## src/rtl/bsg_div_iterative_pkg.sv

```systemverilog
// Shared types for the iterative restoring divider: FSM states and the flags
// latched alongside the operands when an operation is accepted.
package bsg_div_iterative_pkg;

  typedef enum logic [2:0] {
    eIDLE,
    eNEG,
    eCAL,
    eFIX,
    eDONE
  } state_e;

  // Raw sign bits are kept; signed_op decides whether they mean anything.
  typedef struct packed {
    logic signed_op;
    logic dividend_sign;
    logic divisor_sign;
    logic div_by_zero;
  } div_flags_s;

  function automatic logic is_dividend_neg(div_flags_s f);
    return f.signed_op & f.dividend_sign;
  endfunction

  function automatic logic is_divisor_neg(div_flags_s f);
    return f.signed_op & f.divisor_sign;
  endfunction

  function automatic logic is_quotient_neg(div_flags_s f);
    return f.signed_op & (f.dividend_sign ^ f.divisor_sign);
  endfunction

endpackage

```

## src/rtl/bsg_div_restoring_step.sv

```systemverilog
// One radix-2 restoring division step: shift in the next dividend bit, then
// subtract the divisor only if the shifted remainder is large enough.
module bsg_div_restoring_step
  import bsg_div_iterative_pkg::*;
#(
  parameter int width_p = 32
)
(
  input  logic [width_p-1:0] partial_rem,
  input  logic [width_p:0]   divisor,
  input  logic               next_bit,
  output logic [width_p-1:0] new_rem,
  output logic               q_bit
);

  logic [width_p:0]   shifted;
  logic [width_p-1:0] diff;

  assign shifted = {partial_rem, next_bit};
  assign q_bit   = (shifted >= divisor);

  // When the subtraction is kept the true difference is below 2^width_p,
  // so the low bits alone are exact.
  assign diff    = shifted[width_p-1:0] - divisor[width_p-1:0];
  assign new_rem = q_bit ? diff : shifted[width_p-1:0];

endmodule

```

## src/rtl/bsg_div_iterative.sv

```systemverilog
// Iterative radix-2 restoring divider, signed or unsigned, one quotient bit per
// cycle. Define BSG_DIV_ITERATIVE_ZERO_BYPASS_EN to finish divide-by-zero in one cycle.
module bsg_div_iterative
  import bsg_div_iterative_pkg::*;
#(
  parameter int width_p = 32
)
(
  input  logic               clk_i,
  input  logic               reset_i,
  input  logic               v_i,
  output logic               ready_o,
  input  logic [width_p-1:0] dividend_i,
  input  logic [width_p-1:0] divisor_i,
  input  logic               signed_i,
  output logic [width_p-1:0] quotient_o,
  output logic [width_p-1:0] remainder_o,
  output logic               div_by_zero_o,
  output logic               v_o,
  input  logic               yumi_i
);

  localparam int cnt_width_lp = $clog2(width_p+1);

  state_e                  state_r, state_n;
  div_flags_s              flags_r;
  logic [width_p-1:0]      dividend_r, divisor_r;
  logic [width_p:0]        divisor_mag_r;
  logic [width_p-1:0]      rem_r, quot_r;
  logic [cnt_width_lp-1:0] cnt_r;
  logic [width_p-1:0]      quotient_r, remainder_r;
  logic                    dbz_r;

  logic                    accept, divisor_zero;
  logic [width_p-1:0]      step_rem;
  logic                    step_q;

  assign ready_o       = (state_r == eIDLE);
  assign v_o           = (state_r == eDONE);
  assign accept        = v_i & ready_o;
  assign divisor_zero  = (divisor_i == '0);
  assign quotient_o    = quotient_r;
  assign remainder_o   = remainder_r;
  assign div_by_zero_o = dbz_r;

  // quot_r doubles as the dividend shift register: its MSB feeds the step
  // and the new quotient bit enters at the bottom.
  bsg_div_restoring_step #(
    .width_p(width_p)
  ) restoring_step (
    .partial_rem(rem_r),
    .divisor    (divisor_mag_r),
    .next_bit   (quot_r[width_p-1]),
    .new_rem    (step_rem),
    .q_bit      (step_q)
  );

  always_ff @(posedge clk_i) begin
    if (!reset_i) state_r <= eIDLE;
    else          state_r <= state_n;
  end

  always_comb begin
    state_n = state_r;
    case (state_r)
      eIDLE: begin
        if (accept) begin
`ifdef BSG_DIV_ITERATIVE_ZERO_BYPASS_EN
          state_n = divisor_zero ? eDONE : eNEG;
`else
          state_n = eNEG;
`endif
        end
      end
      eNEG:    state_n = eCAL;
      eCAL:    if (cnt_r == '0) state_n = eFIX;
      eFIX:    state_n = eDONE;
      eDONE:   if (yumi_i) state_n = eIDLE;
      default: state_n = eIDLE;
    endcase
  end

  always_ff @(posedge clk_i) begin
    if (!reset_i) begin
      flags_r       <= '0;
      dividend_r    <= '0;
      divisor_r     <= '0;
      divisor_mag_r <= '0;
      rem_r         <= '0;
      quot_r        <= '0;
      cnt_r         <= '0;
      quotient_r    <= '0;
      remainder_r   <= '0;
      dbz_r         <= 1'b0;
    end else begin
      case (state_r)
        eIDLE: begin
          if (accept) begin
            dividend_r            <= dividend_i;
            divisor_r             <= divisor_i;
            flags_r.signed_op     <= signed_i;
            flags_r.dividend_sign <= dividend_i[width_p-1];
            flags_r.divisor_sign  <= divisor_i[width_p-1];
            flags_r.div_by_zero   <= divisor_zero;
`ifdef BSG_DIV_ITERATIVE_ZERO_BYPASS_EN
            if (divisor_zero) begin
              quotient_r  <= '1;
              remainder_r <= dividend_i;
              dbz_r       <= 1'b1;
            end
`endif
          end
        end
        eNEG: begin
          // Negating MIN wraps to 2^(width_p-1), which is exactly its magnitude.
          quot_r        <= is_dividend_neg(flags_r) ? -dividend_r : dividend_r;
          divisor_mag_r <= {1'b0, (is_divisor_neg(flags_r) ? -divisor_r : divisor_r)};
          rem_r         <= '0;
          cnt_r         <= cnt_width_lp'(width_p-1);
        end
        eCAL: begin
          rem_r  <= step_rem;
          quot_r <= {quot_r[width_p-2:0], step_q};
          cnt_r  <= cnt_r - cnt_width_lp'(1);
        end
        eFIX: begin
          dbz_r <= flags_r.div_by_zero;
          if (flags_r.div_by_zero) begin
            quotient_r  <= '1;
            remainder_r <= dividend_r;
          end else begin
            quotient_r  <= is_quotient_neg(flags_r) ? -quot_r : quot_r;
            remainder_r <= is_dividend_neg(flags_r) ? -rem_r : rem_r;
          end
        end
        default: ;
      endcase
    end
  end

endmodule

```

## config.mk

```make
export PLATFORM = sky130hd
export DESIGN_NAME = bsg_div_iterative
export DESIGN_NICKNAME = d
export VERILOG_FILES = /design/src/rtl/bsg_div_iterative_pkg.sv /design/src/rtl/bsg_div_restoring_step.sv /design/src/rtl/bsg_div_iterative.sv
export SDC_FILE = /design/constraint.sdc
export NUM_CORES = 1
export LEC_CHECK = 0
export CAP_MARGIN = 20
export CORE_ASPECT_RATIO = 0.75
export CORE_MARGIN = 3
export CORE_UTILIZATION = 29
export CTS_CLUSTER_DIAMETER = 100
export DETAILED_ROUTE_END_ITERATION = 10
export PLACE_DENSITY = 0.49
export SYNTH_ARGS = -nofsm -noshare
export SYNTH_HDL_FRONTEND = slang
export SYNTH_SLANG_ARGS = --single-unit
```

## constraint.sdc

```tcl
create_clock -name clk_i -period 3.3 [get_ports clk_i]
set_input_delay 0.66 -clock clk_i [delete_from_list [all_inputs] [get_ports clk_i]]
set_output_delay 0.66 -clock clk_i [all_outputs]
set_load 0.01 [all_outputs]
```

==> impl_metrics.yaml, run 1 <==
global_routing:
  grt_pass1_wl_mm: 70.3
  antenna_found_initial: 0
  grt-ovfl-total: 0
  grt_max_degree: 84
  grt.total_usage_pct: 18.4
  grt_pass1_vias: 11800
outcome:
  status: "finished, final reports clean"
placed_design:
  place_congestion: 0.848
  hpwl_mm: 34.6
  io_buffers: 135
  dpl_cell_area_um2: 15500
sta:
  fmax_ghz: 0.316
  finalCritPeriodShare_pct: 95.9
  worst_slew_pin_slew_ps: 1050
  report.final.slew_viol_count: 0
  fin_crit_ps: 3160
  holdWs_ps: 456
  slew_headroom_pct: 29.7
  setup_viol: 0
  final_hold_viol_count: 0
  fin_skew_ps: 13.5
routing:
  drt_iter0_drc: 974
  vias: 12900
  via_per_inst: 5.20
  routed_wl_mm: 46.0
  drc_errors: 0
  final_antenna_net_count: 0
  first_pass_iters: 5
  wire_per_inst_um: 18.6
flow_run:
  max_cap_violations: 0
hold_path:
  hp-class: "flop to flop"
clock_tree:
  htreeDepth: 1
  ctsHoldBuffers: 0
  clock-sinks: 236
  cts_tree: "yes"
  clk_path_buf_depth: 3
  cts_buffers: 26
  root_buffer: "clkbuf_16"
  insertion_delay_ps: 560
  clk_pin_slew_worst_paths_ps: 60
synth:
  synthDominantCellAreaShare_pct: 35.7
  synth.distinct_cells: 71
  ys_ff_latch: 236
  ys_seq_area_share_pct: 35.7
  async_reset_ff_share_pct: 0
  ys.flop_type: "dfxtp_1"
  synth_fp_nets: 1857
  synth_area_leader_cell: "dfxtp_1"
  syn_avg_cell_area_um2: 7.56
  synth_common_cells: "nand2_1 (321), a21oi_1 (247), dfxtp_1 (236)"
  yosysWarnings: 0
  synth_cells: 1749
  syn_area_um2: 13200
  synth_most_common_cell: "nand2_1"
  synth_area_leaders: "dfxtp_1 (36%), a21oi_1 (9.3%), nand2_1 (9.1%)"
  synth-edff-count: 0
setup_path:
  path_class: "flop to flop"
  arrival_ps: 3610
  critical_path_peak_fanout: 7
  startpoint_type: "flop"
  crit_required_ps: 3750
  critPathCaptureType: "flop"
power_and_ir_drop:
  leakage_nw: 5.87
  ir_drop_mv: 0.529
  power_density_nw_per_um2: 699
layout:
  final_layout_size_suffix_gt1_share_pct: 8.36
  area_delta_synth_final_pct: 24.9
  finalInstanceArea_um2: 16500
  finalNetCount: 1980
floorplan:
  die_h_um: 191
  placementRows: 67
  core_area_um2: 44800
  initial_core_util_pct: 29.5
  die_x_um: 253
  io_pins: 136
  die-area_um2: 48200
==> power breakdown <==
part,switching (mW),internal [mW],leakage (nW)
Combinational,2.88,2.25,3.52
Clock,1.24,1.80,0.431
Sequential,0.291,3.08,1.92
Total,4.41,7.14,5.87
==> layer usage <==
layer / part of all wire [%] / GRT usage (%) / up-vias / wire [µm]
met3: 6.0 / 2.99 / 35 / 2740
met2: 39 / 25.3 / 338 / 17900
li1: - / - / 6356 / -
met4: 1.2 / 2.75 / 0 / 535
met1: 54 / 29.9 / 6145 / 24800
met5: 0 / 0 / - / 0
==> critical path, stage by stage (launching register included) <==
cell and delay, ps:
dfxtp_1 430, ha_1 360, a21o_1 220, a31oi_1 200, a21oi_1 130, o211ai_1 260
nand2_1 230, a21oi_4 250, o41ai_4 130, buf_6 170, clkbuf_2 130, or2_2 270
a32o_1 250
==> flip-flops by register name, summed over array words and instances (netlist names) <==
register       cells
cnt_r              6
div_by_zero_o      1
dividend_r        31
divisor_mag_r     32
divisor_r         31
flags_r            4
quot_r            32
quotient_o        32
rem_r             32
remainder_o       32
state_r            3
==> timing repair <==
item                       CTS  global route
gates resized for setup      3            17
buffers inserted             0             2
setup endpoints to repair    1            19
pin swaps                    2             3
==> cells by family after synthesis <==
kind of cell,synth area share (%)
AOI/OAI and AO/OA,23.7
xor gates and xnor gates,9.67
adders and majority gates,3.75
buffers and inverters,5.34
DFF,35.7
muxes,2.12
and+or+nand+nor,19.7
==> final timing paths <==
path | start | end | slack [ps] | depth (start not counted)
worst min-delay path | remainder_o[9]$_SDFFE_PN0P_ | remainder_o[9]$_SDFFE_PN0P_ | 460 | 2
worst min register to register | remainder_o[9]$_SDFFE_PN0P_ | remainder_o[9]$_SDFFE_PN0P_ | 460 | 2
worst max-delay path | rem_r[3]$_SDFFE_PN0P_ | rem_r[28]$_SDFFE_PN0P_ | 140 | 12
worst max register to register | rem_r[3]$_SDFFE_PN0P_ | rem_r[28]$_SDFFE_PN0P_ | 140 | 12
==> metrics by stage <==
stage               instances  setup WS [ps]  setup TNS, ps  util, %  total power, mW
CTS                      2474           33.5              0     36.6             11.4
global placement         2428           32.1              0     34.6             8.30
finish                   2477            135              0     36.8             11.6
floorplan                1749            298              0        -             6.68
global route             2476          -7.06          -7.06     36.8             12.2
detailed placement       2428          -19.0          -19.0     34.6             8.29
==> layout make-up <==
cell class              count  area [µm²]
clock buffers              41         797
diodes                      1        2.50
inverters                  62         235
repair buffers            217        2030
flip-flops and latches    236        4730
well taps                 586         733
clock inverters             5        88.8
fillers                  4682       28300
multi-input cells        1329        7910
==> cells in the final DEF (no fill, tap or decap), types with 26 or more instances in the layout <==
| cell | count |
|---|---|
| inv_1 | 61 |
| dfxtp_1 | 234 |
| nand2_1 | 320 |
| a22oi_1 | 32 |
| clkdlybuf4s50_1 | 135 |
| clkbuf_16 | 26 |
| mux2i_1 | 28 |
| a211oi_1 | 27 |
| o21ai_0 | 95 |
| xor2_1 | 59 |
| xnor2_1 | 87 |
| nor2_1 | 102 |
| o21ai_1 | 29 |
| nor3_1 | 40 |
| a21oi_1 | 245 |
| ha_1 | 34 |
| buf_4 | 75 |
No activity file was read; power rests on OpenSTA's default activity.
==> inputs of run 2 (changes only) <==
- ABC_AREA: unset -> 1
- PLACE_DENSITY: 0.49 -> 0.51
- clock period: 3.3 -> 2.8 ns (I/O delays scaled with it)
==> run 2 against run 1 <==
Against the previous run:
- sequential cell count unchanged
- routed wire length increased by 24%
- largest cell class unchanged
- highest routed layer unchanged
- cell area increased by 9.2%
- synthesized cell count up 35%
- largest power group unchanged
- area after synthesis grew 13%
- register-to-register slack improved by 60 ps
- sequential share of layout area decreased by 2.4 points
- count of clock-buffer cells in the layout is 1 lower
- cell count up 27%
- non-clock buffer count is 38 lower
==> impl_metrics.yaml, run 2 <==
global_routing:
  grt_max_degree: 104
  grt_pass1_vias: 14800
  grt-ovfl-total: 0
  grt.total_usage_pct: 20.7
  antenna_found_initial: 1
  grt_pass1_wl_mm: 87.9
sta:
  report.final.slew_viol_count: 0
  worst_slew_pin_slew_ps: 928
  rsz0062_at_grt: "no"
  fmax_ghz: 0.379
  setup_viol: 0
  final_hold_viol_count: 0
  setup_tns_ps: 0
  holdWs_ps: 473
  fin_skew_ps: 29.8
  worst_slack_ps: 163
  finalCritPeriodShare_pct: 94.2
  slew_headroom_pct: 37.5
  fin_crit_ps: 2640
setup_path:
  crit_required_ps: 2240
  arrival_ps: 2080
  cp_cell_sequence: "nor2_1 > inv_1 > nor2_4 > clkdlybuf4s50_1"
  critPathCaptureType: "primary output"
  max_stage_delay_ps: 600
  cp_top_family: "buffers and inverters"
  worstPathBufferInverterCount: 2
  path_depth: 4
  startpoint_type: "flop"
  critical_path_peak_fanout: 10
  ff2ff_path_depth: 12
  cp_slowest_cell: "clkdlybuf4s50_1"
  path_class: "flop to primary output"
layout:
  finalNetCount: 2581
  final_cells: 3152
  final_cell_mix: "nand2_1 (536), inv_1 (340), dfxtp_1 (236)"
  finalInstanceArea_um2: 18000
  fin_util_pct: 35.7
  final_common_cell: "nand2_1"
  area_delta_synth_final_pct: 20.8
  antennaDiodeCount: 0
  final_layout_size_suffix_gt1_share_pct: 5.69
hold_path:
  hp-class: "flop to flop"
  hold_path_depth: 1
power_and_ir_drop:
  leakage_nw: 7.98
  ir_drop_mv: 0.564
  intPower_mw: 9.29
  swShare_pct: 49.6
  power_density_nw_per_um2: 1020
  power_frac_comb_pct: 55.2
  switching_power_mw: 9.14
  power.total_mw: 18.4
  seqPwrFrac_pct: 23.5
  p_clk_share_pct: 21.4
clock_tree:
  clock-sinks: 236
  cts_tree: "yes"
  root_buffer: "clkbuf_16"
  clk_path_buf_depth: 3
  htreeDepth: 1
  clk_pin_slew_worst_paths_ps: 60
  ctsHoldBuffers: 0
  cts_buffers: 28
  insertion_delay_ps: 580
routing:
  drt_iter0_drc: 1628
  via_per_inst: 5.11
  wl_met2_mm: 21.1
  met3WireLength_mm: 4.80
  drc_errors: 0
  routed_wl_mm: 57.0
  final_antenna_net_count: 0
  first_pass_iters: 6
  wl_met1_mm: 30.1
  vias: 16100
  topRoutingLayerUsed: "met4"
  wire_per_inst_um: 18.1
floorplan:
  core_area_um2: 50500
  placementRows: 71
  io_pins: 136
  die_x_um: 268
  die-area_um2: 54300
  die_h_um: 203
  initial_core_util_pct: 29.5
synth:
  synthDominantCellAreaShare_pct: 31.6
  synth_fp_nets: 2474
  ys_ff_latch: 236
  synth.distinct_cells: 53
  ys_seq_area_share_pct: 31.6
  syn_area_um2: 14900
  synth_area_leader_cell: "dfxtp_1"
  ys.flop_type: "dfxtp_1"
  synth_common_cells: "nand2_1 (536), inv_1 (341), dfxtp_1 (236)"
  synth-edff-count: 0
  synth_cells: 2366
  yosysWarnings: 0
  async_reset_ff_share_pct: 0
  synth_area_leaders: "dfxtp_1 (32%), nand2_1 (13%), inv_1 (8.6%)"
  syn_avg_cell_area_um2: 6.31
  synth_most_common_cell: "nand2_1"
placed_design:
  dpl_cell_area_um2: 17100
  place_congestion: 0.946
  place_worst_setup_slack_ps: 361
  dp.cells: 3100
  hpwl_mm: 44.8
  io_buffers: 135
flow_run:
  max_cap_violations: 0
outcome:
  status: "finished, final reports clean"
==> run 2: per-layer routing <==
layer / GRT usage, % / vias up
met1: 33.7 / 7469
met4: 3.95 / 0
met3: 4.47 / 57
li1: - / 7989
met2: 27.1 / 595
met5: 0 / -
==> run 2: cells by family after synthesis <==
logic type	after synthesis	synth area share, %
fa+ha+maj	39	3.32
buf+inv	454	12.0
flops	236	31.6
compound gates	527	19.5
xor+xnor	50	2.93
simple gates	1060	30.6
==> run 2: worst paths after layout <==
path,startpoint,to,slack [ps]
hold reg to reg,cnt_r[4]$_SDFFE_PN0P_,cnt_r[4]$_SDFFE_PN0P_,470
setup / recovery,state_r[2]$_SDFFE_PN0P_,ready_o,160
hold / removal,cnt_r[4]$_SDFFE_PN0P_,cnt_r[4]$_SDFFE_PN0P_,470
setup reg to reg,rem_r[0]$_SDFFE_PN0P_,remainder_o[26]$_SDFFE_PN0P_,200
==> run 2: final cells by class <==
type                            instances  area (µm²)
Sequential cell                       236        4720
Timing Repair Buffer                  179        1750
Fill cell                            5519       32500
Clock inverter                         12         144
Tap cell                              657         822
Clock buffer                           40         837
Multi-Input combinational cell       1676        8440
Inverter                              352        1320
==> run 2: power groups by stage <==
stage          combinational [mW]  sequential [mW]  clock (mW)
3_5_place_dp                 9.88             4.39           0
5_1_grt                      11.4             4.39        4.15
2_1_floorplan                7.03             4.24           0
6_report                     10.2             4.33        3.93
4_1_cts                      9.94             4.32        4.01
3_3_place_gp                 9.95             4.39           0
==> run 2: timing repair <==
action | 4_1_cts | 5_1_grt
buffers inserted | 0 | 0
resized for setup | 1 | 0
setup endpoints to repair | 1 | 0
